**src/rtl/axi_stream_remove_header.sv**
```systemverilog
// Strips a per-packet header of S = byte_strip_cnt+1 bytes from an MSB-first AXI-style stream.
// Optional header capture port set is enabled by defining REMOVE_HEADER_CAPTURE_EN.
module axi_stream_remove_header #(
  parameter int DATA_WD      = 32,
  parameter int DATA_BYTE_WD = DATA_WD/8,
  parameter int BYTE_CNT_WD  = $clog2(DATA_BYTE_WD)
)(
  input  logic                    clk,
  input  logic                    rst_n,
  input  logic                    valid_in,
  input  logic [DATA_WD-1:0]      data_in,
  input  logic [DATA_BYTE_WD-1:0] keep_in,
  input  logic                    last_in,
  output logic                    ready_in,
  output logic                    valid_out,
  output logic [DATA_WD-1:0]      data_out,
  output logic [DATA_BYTE_WD-1:0] keep_out,
  output logic                    last_out,
  input  logic                    ready_out,
`ifdef REMOVE_HEADER_CAPTURE_EN
  output logic                    hdr_valid,
  output logic [DATA_WD-1:0]      hdr_data,
  output logic [DATA_BYTE_WD-1:0] hdr_keep,
`endif
  input  logic                    valid_strip,
  input  logic [BYTE_CNT_WD-1:0]  byte_strip_cnt,
  output logic                    ready_strip
);
  localparam int W  = DATA_BYTE_WD;
  localparam int CW = BYTE_CNT_WD + 1;

  typedef logic [CW:0] cnt_t;
  typedef enum logic [1:0] {IDLE, FIRST, STREAM, TAIL} state_e;

  localparam cnt_t W_C = cnt_t'(W);

  function automatic logic [W-1:0] top_ones(input cnt_t n);
    logic [W-1:0] ones;
    ones = '1;
    return ~(ones >> n);
  endfunction

  function automatic logic [DATA_WD-1:0] expand(input logic [W-1:0] k);
    logic [DATA_WD-1:0] m;
    for (int i = 0; i < W; i++) m[i*8 +: 8] = {8{k[i]}};
    return m;
  endfunction

  function automatic cnt_t popcnt(input logic [W-1:0] k);
    cnt_t c;
    c = '0;
    for (int i = 0; i < W; i++) c = c + cnt_t'(k[i]);
    return c;
  endfunction

  state_e             state_q, state_d;
  cnt_t               s_q, s_d, tail_q, tail_d;
  logic [DATA_WD-1:0] res_q, res_d, data_q, data_d;
  logic [W-1:0]       keep_q, keep_d;
  logic               valid_q, valid_d, last_q, last_d;

  logic               hs_in, out_free;
  logic [DATA_WD-1:0] din_m, din_shl, merged;
  cnt_t               l_cnt, r_cnt, sum;

  // Masking invalid input bytes up front keeps every derived output byte zero outside keep.
  assign din_m    = data_in & expand(keep_in);
  assign l_cnt    = popcnt(keep_in);
  assign r_cnt    = W_C - s_q;
  assign sum      = r_cnt + l_cnt;
  assign din_shl  = din_m << {s_q, 3'b000};
  assign merged   = res_q | (din_m >> {r_cnt, 3'b000});
  assign out_free = !valid_q || ready_out;
  assign hs_in    = valid_in && ready_in;

  always_ff @(posedge clk or negedge rst_n) begin
    if (!rst_n) state_q <= IDLE;
    else        state_q <= state_d;
  end

  always_comb begin
    state_d = state_q;
    case (state_q)
      IDLE:    if (valid_strip) state_d = FIRST;
      FIRST:   if (hs_in) state_d = last_in ? IDLE : STREAM;
      STREAM:  if (hs_in && last_in) state_d = (sum <= W_C) ? IDLE : TAIL;
      TAIL:    if (out_free) state_d = IDLE;
      default: state_d = IDLE;
    endcase
  end

  // ready_strip is qualified by rst_n so it reads 0 while reset is held.
  always_comb begin
    ready_in    = ((state_q == FIRST) || (state_q == STREAM)) && out_free;
    ready_strip = (state_q == IDLE) && rst_n;
  end

  always_comb begin
    valid_d = valid_q & ~ready_out;
    data_d  = data_q;
    keep_d  = keep_q;
    last_d  = last_q;
    res_d   = res_q;
    tail_d  = tail_q;
    s_d     = s_q;
    case (state_q)
      IDLE: if (valid_strip) s_d = cnt_t'(byte_strip_cnt) + cnt_t'(1);
      FIRST: if (hs_in) begin
        res_d = last_in ? '0 : din_shl;
        if (last_in && (l_cnt > s_q)) begin
          valid_d = 1'b1;
          data_d  = din_shl;
          keep_d  = top_ones(l_cnt - s_q);
          last_d  = 1'b1;
        end
      end
      STREAM: if (hs_in) begin
        valid_d = 1'b1;
        data_d  = merged;
        keep_d  = '1;
        last_d  = 1'b0;
        res_d   = din_shl;
        if (last_in) begin
          if (sum <= W_C) begin
            keep_d = top_ones(sum);
            last_d = 1'b1;
            res_d  = '0;
          end else begin
            tail_d = sum - W_C;
          end
        end
      end
      TAIL: if (out_free) begin
        valid_d = 1'b1;
        data_d  = res_q;
        keep_d  = top_ones(tail_q);
        last_d  = 1'b1;
        res_d   = '0;
      end
      default: ;
    endcase
  end

  always_ff @(posedge clk or negedge rst_n) begin
    if (!rst_n) begin
      valid_q <= 1'b0;
      data_q  <= '0;
      keep_q  <= '0;
      last_q  <= 1'b0;
      res_q   <= '0;
      tail_q  <= '0;
      s_q     <= '0;
    end else begin
      valid_q <= valid_d;
      data_q  <= data_d;
      keep_q  <= keep_d;
      last_q  <= last_d;
      res_q   <= res_d;
      tail_q  <= tail_d;
      s_q     <= s_d;
    end
  end

  assign valid_out = valid_q;
  assign data_out  = data_q;
  assign keep_out  = keep_q;
  assign last_out  = last_q;

`ifdef REMOVE_HEADER_CAPTURE_EN
  logic               hdr_valid_q;
  logic [DATA_WD-1:0] hdr_data_q;
  logic [W-1:0]       hdr_keep_q;

  always_ff @(posedge clk or negedge rst_n) begin
    if (!rst_n) begin
      hdr_valid_q <= 1'b0;
      hdr_data_q  <= '0;
      hdr_keep_q  <= '0;
    end else begin
      hdr_valid_q <= (state_q == FIRST) && hs_in;
      if ((state_q == FIRST) && hs_in) begin
        hdr_data_q <= din_m & expand(top_ones(s_q));
        hdr_keep_q <= top_ones(s_q);
      end
    end
  end

  assign hdr_valid = hdr_valid_q;
  assign hdr_data  = hdr_data_q;
  assign hdr_keep  = hdr_keep_q;
`endif
endmodule

```
**config.mk**
```make
export PLATFORM = sky130hd
export DESIGN_NAME = axi_stream_remove_header
export DESIGN_NICKNAME = d
export VERILOG_FILES = /design/src/rtl/axi_stream_remove_header.sv
export SDC_FILE = /design/constraint.sdc
export NUM_CORES = 1
export LEC_CHECK = 0
export ABC_AREA = 1
export CAP_MARGIN = 15
export CORE_UTILIZATION = 35
export DETAILED_ROUTE_END_ITERATION = 10
export PLACE_DENSITY = 0.66
export SYNTH_ARGS = -nofsm -noshare
export SYNTH_HDL_FRONTEND = slang
export SYNTH_SLANG_ARGS = --single-unit
```
**constraint.sdc**
```tcl
create_clock -name clk -period 3.25 [get_ports clk]
set_input_delay 0.65 -clock clk [delete_from_list [all_inputs] [get_ports clk]]
set_output_delay 0.65 -clock clk [all_outputs]
set_load 0.02 [all_outputs]
```
; ---- Yosys cells after proc, flatten, opt, wreduce, memory -nomap -nowiden
; Cells that the tools add are included.
[op_classes]
addsub = 8
multipliers = 0
div_mod_pow = 0
n_lt_le_gt_ge = 2
eq_ne = 9
shifts = 5
n_mux = 38
bitwise_logic = 8
reduce_logical = 15
[op_table]
columns = op, count
row1 = 32-bit two-way mux, 10
row2 = 32-bit one-hot mux with 3 select lines, 2
row3 = 32-bit AND, 1
row4 = 32-bit OR, 1
row5 = 32-bit by 7-bit left shift with 32-bit output, 1
row6 = 32-bit by 7-bit right shift with 32-bit output, 1
row7 = 4-bit two-way mux, 6
row8 = 2-bit two-way mux, 6
row9 = 4-bit inverter, 3
row10 = 4-bit one-hot mux with 3 select lines, 1
row11 = 4-bit AND reduction, 3
row12 = "4-bit by 4-bit right shift with 4-bit output, first input constant", 3
row13 = 1-bit two-way mux, 10
row14 = "2-bit != test, second input constant", 5
row15 = 2-bit one-hot mux with 4 select lines, 1
row16 = 1-bit one-hot mux with 3 select lines, 2
row17 = 1-bit logical AND, 5
row18 = 5-bit AND reduction, 1
row19 = 3-bit by 1-bit adder with 4-bit output, 1
row20 = 4-bit adder, 1
row21 = "2-bit == test, second input constant", 2
row22 = 4-bit > comparator, 1
row23 = "4-bit by 3-bit less-or-equal comparator with 1-bit output, second input constant", 1
row24 = "3-bit by 4-bit subtractor with 4-bit output, first input constant", 1
row25 = 14 further kinds, 16
[totals]
reg_bits = 80
latchBits = 0
mem_bits_rw = 0
rom_bits = 0
out_inout_bits = 40
wordCells = 93
mem_count = 0

; ---- Logic depth before layout (Yosys ltp)
; Gate-level depths: netlist of run 1.
[depth]
ltp_word = 10
ltp_mapped = 21
mapped_depth_nobuf = 19

; ---- Least setup slack after synthesis of run 1
; Ideal clock, no wire load.
[synth_path]
path_type = in2reg
startpoint = input port keep_in[0]
endpoint = register res_q[2]
arrival_ps = 3180
required_ps = 3132
path_slack_ps = -48
stages = 16
path_buffers = 1
path_cell_list = fa_1 > ha_1 > ha_1 > ha_1 > or2_2 > nand2_1 > nand2_2 > and2_1 > ha_1 > inv_1 > nand3_2 > nand2_4 > nand3_4 > buf_6 > nand3b_1 > nand2_1
[synth_between]
elab_chain_len = 9
[synth_rtl]
columns = element, line
row1 = from (decl), 12  ; input logic [DATA_BYTE_WD-1:0] keep_in,
row2 = 1-bit by 1-bit adder with 2-bit output, 52  ; for (int i = 0; i < W; i++) c = c + cnt_t'(k[i]);
row3 = 2-bit by 1-bit adder with 3-bit output, 52
row4 = 3-bit by 1-bit adder with 4-bit output, 52
row5 = 4-bit adder, 70  ; assign sum = r_cnt + l_cnt;
row6 = 4-bit by 3-bit less-or-equal comparator with 1-bit output, 124  ; if (sum <= W_C) begin
row7 = 32-bit two-way mux, 124
row8 = 32-bit two-way mux, 123  ; if (last_in) begin
row9 = 32-bit two-way mux, 117  ; STREAM: if (hs_in) begin
row10 = 32-bit one-hot mux with 3 select lines *, 106  ; case (state_q)
row11 = to (signal assigned), 158  ; res_q <= res_d;
row12 = to (decl), 58  ; logic [DATA_WD-1:0] res_q, res_d, data_q, data_d;
; Every way passes the cells marked *; elsewhere a longest branch is shown, timed or not. The select of a mux whose other input is x is not followed.
; A chain may end at the register's enable or synchronous reset.

; ---- Worst setup path after layout of run 1
[layout_path]
startpoint = input port keep_in[0]
endpoint = register res_q[10]
; Same word-level chain as after synthesis.

==> run_results.csv, run 1 <==
group,metric,value,unit
yosys,ys_ff_latch,79,
finish,final-seq-area,1977,um2
routing,ant_nets,0,
clock_tree,clk_pin_slew_worst_paths,0.06,ns
finish,final_cell_mix,"nand2_1, nand3_1, dfrtp_1, clkdlybuf4s50_1, nor2_1",
floorplan,die_x,126.9,um
finish,fillCellCount,1530,
timing,setup_violations,0,
power_and_ir_drop,seq_power_share,21.4,%
place,numPortBuffers,83,
routing,vias,5798,
yosys,synth_fp_nets,871,
finish,multiInputGateArea,3097,um2
critical_path,path_common_cell,"nand2_1",
global_routing,grt_max_degree,80,
clock_tree,h-tree-depth,3,
timing,period_minus_slack,3.166,ns
yosys,synth.distinct_cells,41,
clock_tree,clk_path_buf_depth,2,
yosys,synth-edff-count,0,
yosys,avgSynthCellArea,6.769,um2
finish,final_common_cell,"nand2_1",
yosys,yosysSeqAreaShare,36.19,%
critical_path,cp_slowest_cell,"fa_1",
clock_tree,cts_sinks,79,
power_and_ir_drop,power_density,1067,nW/um2
critical_path,crit_chain,"buf_2, fa_1, ha_4, ha_4, inv_2, fa_2, xor2_2, inv_1, ha_2, nand2_1, nand2_1, inv_2, nand2_4, nand3_4, clkbuf_16, nand3_1, nand2_1",
run_status,outcome,"finished clean",
critical_path,startpoint_type,"primary input",
timing,hold_violations,0,
routing,drt-initial-drc-count,593,
yosys,syn-cell-area,5463,um2
global_routing,grt_use_total,22.97,%
power_and_ir_drop,p_int,3.901,mW
place,hpwlAfterDp,12470,um
yosys,ys_warn_count,0,
power_and_ir_drop,peakVddDrop,0.0004080,V
routing,drcViolationCount,0,
global_routing,antenna_found_initial,0,
yosys,async_flop_share,100.0,%
power_and_ir_drop,p_sw_share,48.39,%
run,maxCapViolations,0,
routing,firstDrtPassIters,6,
floorplan,fp.coreArea,15200,um2
floorplan,io_pins,84,
timing,tightest_slew,1.076,ns
timing,finalMaxSlewViolations,0,
power_and_ir_drop,power_frac_comb,65.7,%
floorplan,rows,45,
critical_path,critical_path.top_delay_family,"adder cells",
routing,wl_per_cell,16.75,um
critical_path,path_class,"primary input to flop",
clock_tree,root_buffer,"clkbuf_16",
finish,area_growth,29.68,%
floorplan,dieArea,16110,um2
hold_path,whs_path_depth,2,
timing,tns,0,ns
timing,timing.final.crit_share,97.41,%
timing,max_freq,0.3159,GHz
global_routing,grt_pass1_vias,5236,
hold_path,worstHoldPathType,"flop to flop",
global_routing,grt.overflow.total,0,
yosys,synth_cells,807,
place,gp_congestion,0.9531,
clock_tree,insertion_delay,0.35,ns
power_and_ir_drop,p_sw,3.657,mW
routing,vias_per_cell,5.290,
critical_path,path_max_fanout,8,
finish,num_antenna_cells,0,
critical_path,cp.depth,17,
timing,fin_skew,0.007098,ns
critical_path,end_kind,"flop",
timing,maxSlewHeadroom,28.24,%
critical_path,cp.required,3.48,ns
yosys,synthFlopType,"dfrtp_1",
critical_path,worst-path-buf-inv,5,
clock_tree,cts_buffers,9,
finish,drive_gt1_share,11.56,%
critical_path,worstPathArrival,3.40,ns
finish,nNetsFinal,968,
power_and_ir_drop,p_clk_share,12.9,%
clock_tree,cts_tree,"done",
global_routing,grt_first_pass_wirelength,28460,um
routing,postRouteWirelength,18360,um
floorplan,fp.dieH,126.9,um
critical_path,max_stage_delay,0.53,ns
floorplan,start_util,35.93,%
timing,holdWs,0.4771,ns
power_and_ir_drop,power.leakage,3.600,nW
critical_path,reg2reg_depth,17,
clock_tree,hold_buffers,0,
[per-stage QoR]
step	utilization (%)	power [mW]	std cells	cell area, um2	worst slack (ns)
after floorplan	-	4.417	807	5468	0.02000
after global placement	43.33	6.011	1070	6588	-0.7095
after detailed placement	43.33	6.021	1070	6588	-0.7841
after CTS	45.91	7.282	1090	6979	0.009017
after global routing	46.60	8.046	1096	7084	-0.0001721
final	46.60	7.558	1096	7084	0.08433
[final cells by class]
class / instances / area share (%)
tap: 188 / 3.320
inverter: 50 / 2.861
clock buffer: 11 / 3.568
sequential: 79 / 27.91
timing repair inverter: 1 / 0.1236
multi-input combinational: 633 / 43.71
clock inverter: 4 / 0.4062
timing repair buffer: 130 / 18.10
[layer usage]
layer	GRT usage, %	part of all wire [%]	vias to the layer above
met2	34.16	44	273
li1	-	-	2803
met5	0	0	-
met1	32.24	44	2690
met4	10.22	2.4	0
met3	4.429	8.6	32
[power groups by stage]
stage / clock (mW) / sequential [mW] / combinational (mW)
2_1_floorplan: 0 / 1.86 / 2.56
3_3_place_gp: 0 / 1.62 / 4.39
3_5_place_dp: 0 / 1.62 / 4.40
4_1_cts: 0.991 / 1.61 / 4.68
5_1_grt: 1.04 / 1.66 / 5.35
6_report: 0.977 / 1.61 / 4.97
[cell usage after synthesis, types with 2 or more instances]
library cell,number,area [um2]
nand2_4,2,22.52
ha_1,16,200.2
o2bb2ai_1,2,17.52
nor2_2,3,18.77
o21ai_1,13,65.06
and3_1,2,12.51
buf_2,25,125.1
nand2_1,347,1303
nand2_2,4,25.02
inv_2,6,22.52
nor2_1,48,180.2
nand3b_1,3,22.52
buf_4,7,52.55
nand3_1,84,420.4
o211ai_1,9,67.56
o21ai_0,42,210.2
fa_1,4,80.08
buf_6,6,67.56
clkbuf_1,7,26.28
a21oi_1,15,75.07
nor3_1,5,25.02
inv_1,43,161.4
dfrtp_1,79,1977
nand3_2,3,30.03
a21boi_0,3,22.52
nand4_1,14,87.58
[worst min-delay path, delay by kind of cell (launching register included)]
family / cells / cell delay (ns)
AND/OR/NAND/NOR: 2 / 0.10
flip-flops: 1 / 0.34
[flip-flops by register name (all words and copies together) (netlist names)]
register and count:
keep_out 4, valid_out 1, tail_q 4, res_q 32, last_out 1, state_q 2
s_q 3, data_out 32
[kinds of logic after synthesis]
logic type / after synthesis / synth area share (%)
xor gates and xnor gates: 2 / 0.3207
and+or+nand+nor: 521 / 40.56
buffers and inverters: 95 / 8.497
AOI/OAI and AO/OA: 90 / 9.299
DFF: 79 / 36.19
adders and majority gates: 20 / 5.131
[worst paths after layout]
check	start	to	slack [ns]
max	keep_in[0]	res_q[10]$_DFFE_PN0P_	0.08
min	data_out[31]$_DFFE_PN0P_	data_out[31]$_DFFE_PN0P_	0.48
max reg2reg	s_q[1]$_DFFE_PN0P_	res_q[10]$_DFFE_PN0P_	0.29
min reg2reg	data_out[31]$_DFFE_PN0P_	data_out[31]$_DFFE_PN0P_	0.48
max in group asynchronous	rst_n	res_q[7]$_DFFE_PN0P_	1.96
min in group asynchronous	rst_n	valid_out$_DFF_PN0_	0.55
[repair_timing]
item,in CTS,in global routing
setup buffers,4,3
gates cloned,1,3
pin swaps,3,10
setup endpoints to repair,76,75
gates resized for setup,21,14
(Power assumes the default switching activity.)
==> inputs of run 2 (changes only) <==
Settings changed: CORE_MARGIN set to 3, CORE_UTILIZATION 35 to 30, PLACE_DENSITY 0.66 to 0.6, SLEW_MARGIN set to 30.
==> run 2 against run 1 <==
  * Via count is 2.1% lower
  * Non-clock buffer count is 2 lower
  * Critical endpoint is now keep_out[1]$_DFFE_PN0P_
  * Register-to-register slack worse by 0.03 ns
  * Sequential share of layout area is 0.079 points higher
==> run_results.csv, run 2 (synthesis results as in run 1) <==
group,metric,value,unit
timing,max_freq,0.3202,GHz
critical_path,r2r_end,"res_q[26]$_DFFE_PN0P_",
global_routing,grt_pass1_vias,5388,
routing,drcViolationCount,0,
clock_tree,hold_buffers,0,
finish,area_growth,29.32,%
floorplan,fp.coreArea,17540,um2
routing,wl_per_cell,16.51,um
global_routing,grt.overflow.total,0,
critical_path,cp.required,3.53,ns
finish,fin_util,40.28,%
routing,drt-initial-drc-count,487,
routing,postRouteWirelength,18650,um
critical_path,worstPathArrival,3.40,ns
critical_path,crit_chain,"clkdlybuf4s15_2, fa_1, ha_4, ha_2, inv_1, fa_2, xor2_2, buf_4, buf_4, buf_4, buf_4, nand3_1, nand2_1, nand3_1, nor2_1, nor2_1",
finish,num_antenna_cells,0,
critical_path,path_common_cell,"buf_4",
clock_tree,root_buffer,"clkbuf_16",
finish,final_common_cell,"nand2_1",
timing,finalMaxSlewViolations,0,
critical_path,startpoint_type,"primary input",
power_and_ir_drop,report.power.total,7.438,mW
critical_path,worst-path-buf-inv,6,
critical_path,cp.depth,16,
timing,fin_skew,0.005387,ns
floorplan,io_pins,84,
timing,rsz0062_at_grt,"no",
timing,setup_violations,0,
critical_path,path_class,"primary input to flop",
routing,firstDrtPassIters,5,
global_routing,grt_max_degree,51,
timing,maxSlewHeadroom,56.93,%
power_and_ir_drop,power_density,1053,nW/um2
place,hpwlAfterDp,13220,um
floorplan,die_x,140.9,um
critical_path,max_stage_delay,0.48,ns
power_and_ir_drop,peakVddDrop,0.0004034,V
clock_tree,insertion_delay,0.35,ns
floorplan,rows,48,
floorplan,dieArea,19860,um2
clock_tree,cts_tree,"done",
clock_tree,clk_path_buf_depth,2,
timing,holdWs,0.3323,ns
clock_tree,clk_pin_slew_worst_paths,0.06,ns
finish,drive_gt1_share,10.94,%
critical_path,crit-reg2reg-launch,"s_q[1]$_DFFE_PN0P_",
finish,fillCellCount,1869,
routing,vias_per_cell,5.026,
timing,tightest_slew,0.6461,ns
power_and_ir_drop,power.leakage,3.575,nW
timing,hold_violations,0,
floorplan,start_util,31.15,%
floorplan,fp.dieH,140.9,um
place,place_ws,-0.7932,ns
place,gp_congestion,0.9120,
global_routing,antenna_found_initial,0,
critical_path,reg2reg_slack,0.26,ns
hold_path,worstHoldPathType,"primary input to async pin",
critical_path,startpoint,"keep_in[0]",
critical_path,reg2reg_depth,17,
timing,period_minus_slack,3.123,ns
critical_path,path_max_fanout,3,
routing,vias,5679,
run,maxCapViolations,0,
critical_path,end_kind,"flop",
finish,final_cell_mix,"nand2_1, nand3_1, dfrtp_1, clkdlybuf4s50_1, nor2_1",
critical_path,critical_path.top_delay_family,"adder cells",
run_status,outcome,"finished clean",
place,numPortBuffers,83,
routing,ant_nets,0,
clock_tree,cts_buffers,9,
finish,nNetsFinal,965,
global_routing,grt_use_total,19.07,%
clock_tree,h-tree-depth,3,
timing,setup_slack,0.1268,ns
critical_path,cp-endpoint,"keep_out[1]$_DFFE_PN0P_",
global_routing,grt_first_pass_wirelength,29810,um
critical_path,cp_slowest_cell,"fa_1",
clock_tree,cts_sinks,79,
timing,timing.final.crit_share,96.10,%
-- run 2: cell count changes in the layout (fill, tap and decap cells not counted), moves of 2 or more --
| cell | previous run | this run |
|---|---|---|
| inv_6 | 2 | 0 |
| clkinv_4 | 0 | 2 |
| clkbuf_16 | 11 | 9 |
| clkbuf_8 | 2 | 0 |
| nand2_2 | 5 | 3 |
-- run 2: area by class of cell --
class	instances	area (um2)	share of cell area, %
multi-input cells	633	3087	43.69
flip-flops and latches	79	1977	27.98
clock inverters	5	60.06	0.8502
clock buffers	10	229.0	3.241
well taps	225	281.5	3.985
inverters	50	202.7	2.869
repair buffers	128	1227	17.38
-- run 2: worst min-delay path by stage --
stage / slack, ns / start / depth (start not counted) / end
2_1_floorplan: 0.35 / rst_n / 0 / data_out[0]$_DFFE_PN0P_
3_3_place_gp: 0.46 / tail_q[3]$_DFFE_PN0P_ / 2 / tail_q[3]$_DFFE_PN0P_
3_5_place_dp: 0.46 / tail_q[3]$_DFFE_PN0P_ / 2 / tail_q[3]$_DFFE_PN0P_
4_1_cts: 0.35 / rst_n / 2 / valid_out$_DFF_PN0_
5_1_grt: 0.37 / rst_n / 2 / valid_out$_DFF_PN0_
6_report: 0.33 / rst_n / 2 / valid_out$_DFF_PN0_
-- run 2: report_power, final --
group	internal (mW)	switching (mW)	total (mW)
Combinational	1.89	2.93	4.82
Clock	0.592	0.420	1.01
Sequential	1.38	0.223	1.60
Total	3.86	3.58	7.44
-- run 2: repair_timing --
item,CTS,global route
cloned,1,0
setup buffers,6,0
pin swaps,5,4
gates resized for setup,20,10
hold endpoints to repair,0,0
endpoints found under the setup margin,76,75
-- run 2: metal layers --
metal	track usage, %	part of all wire [%]	vias up
met1	27.48	46	2620
met2	27.77	43	238
met3	3.731	8.2	29
met4	8.108	2.8	0
met5	0	0	-
li1	-	-	2792
-- run 2: stage by stage --
stage,std cells,cell area [um2],TNS [ns]
2_1_floorplan,807,5468,0
4_1_cts,1130,7043,0
6_report,1130,7064,0
3_5_place_dp,1108,6616,-54.35
5_1_grt,1130,7064,0
3_3_place_gp,1108,6616,-51.31
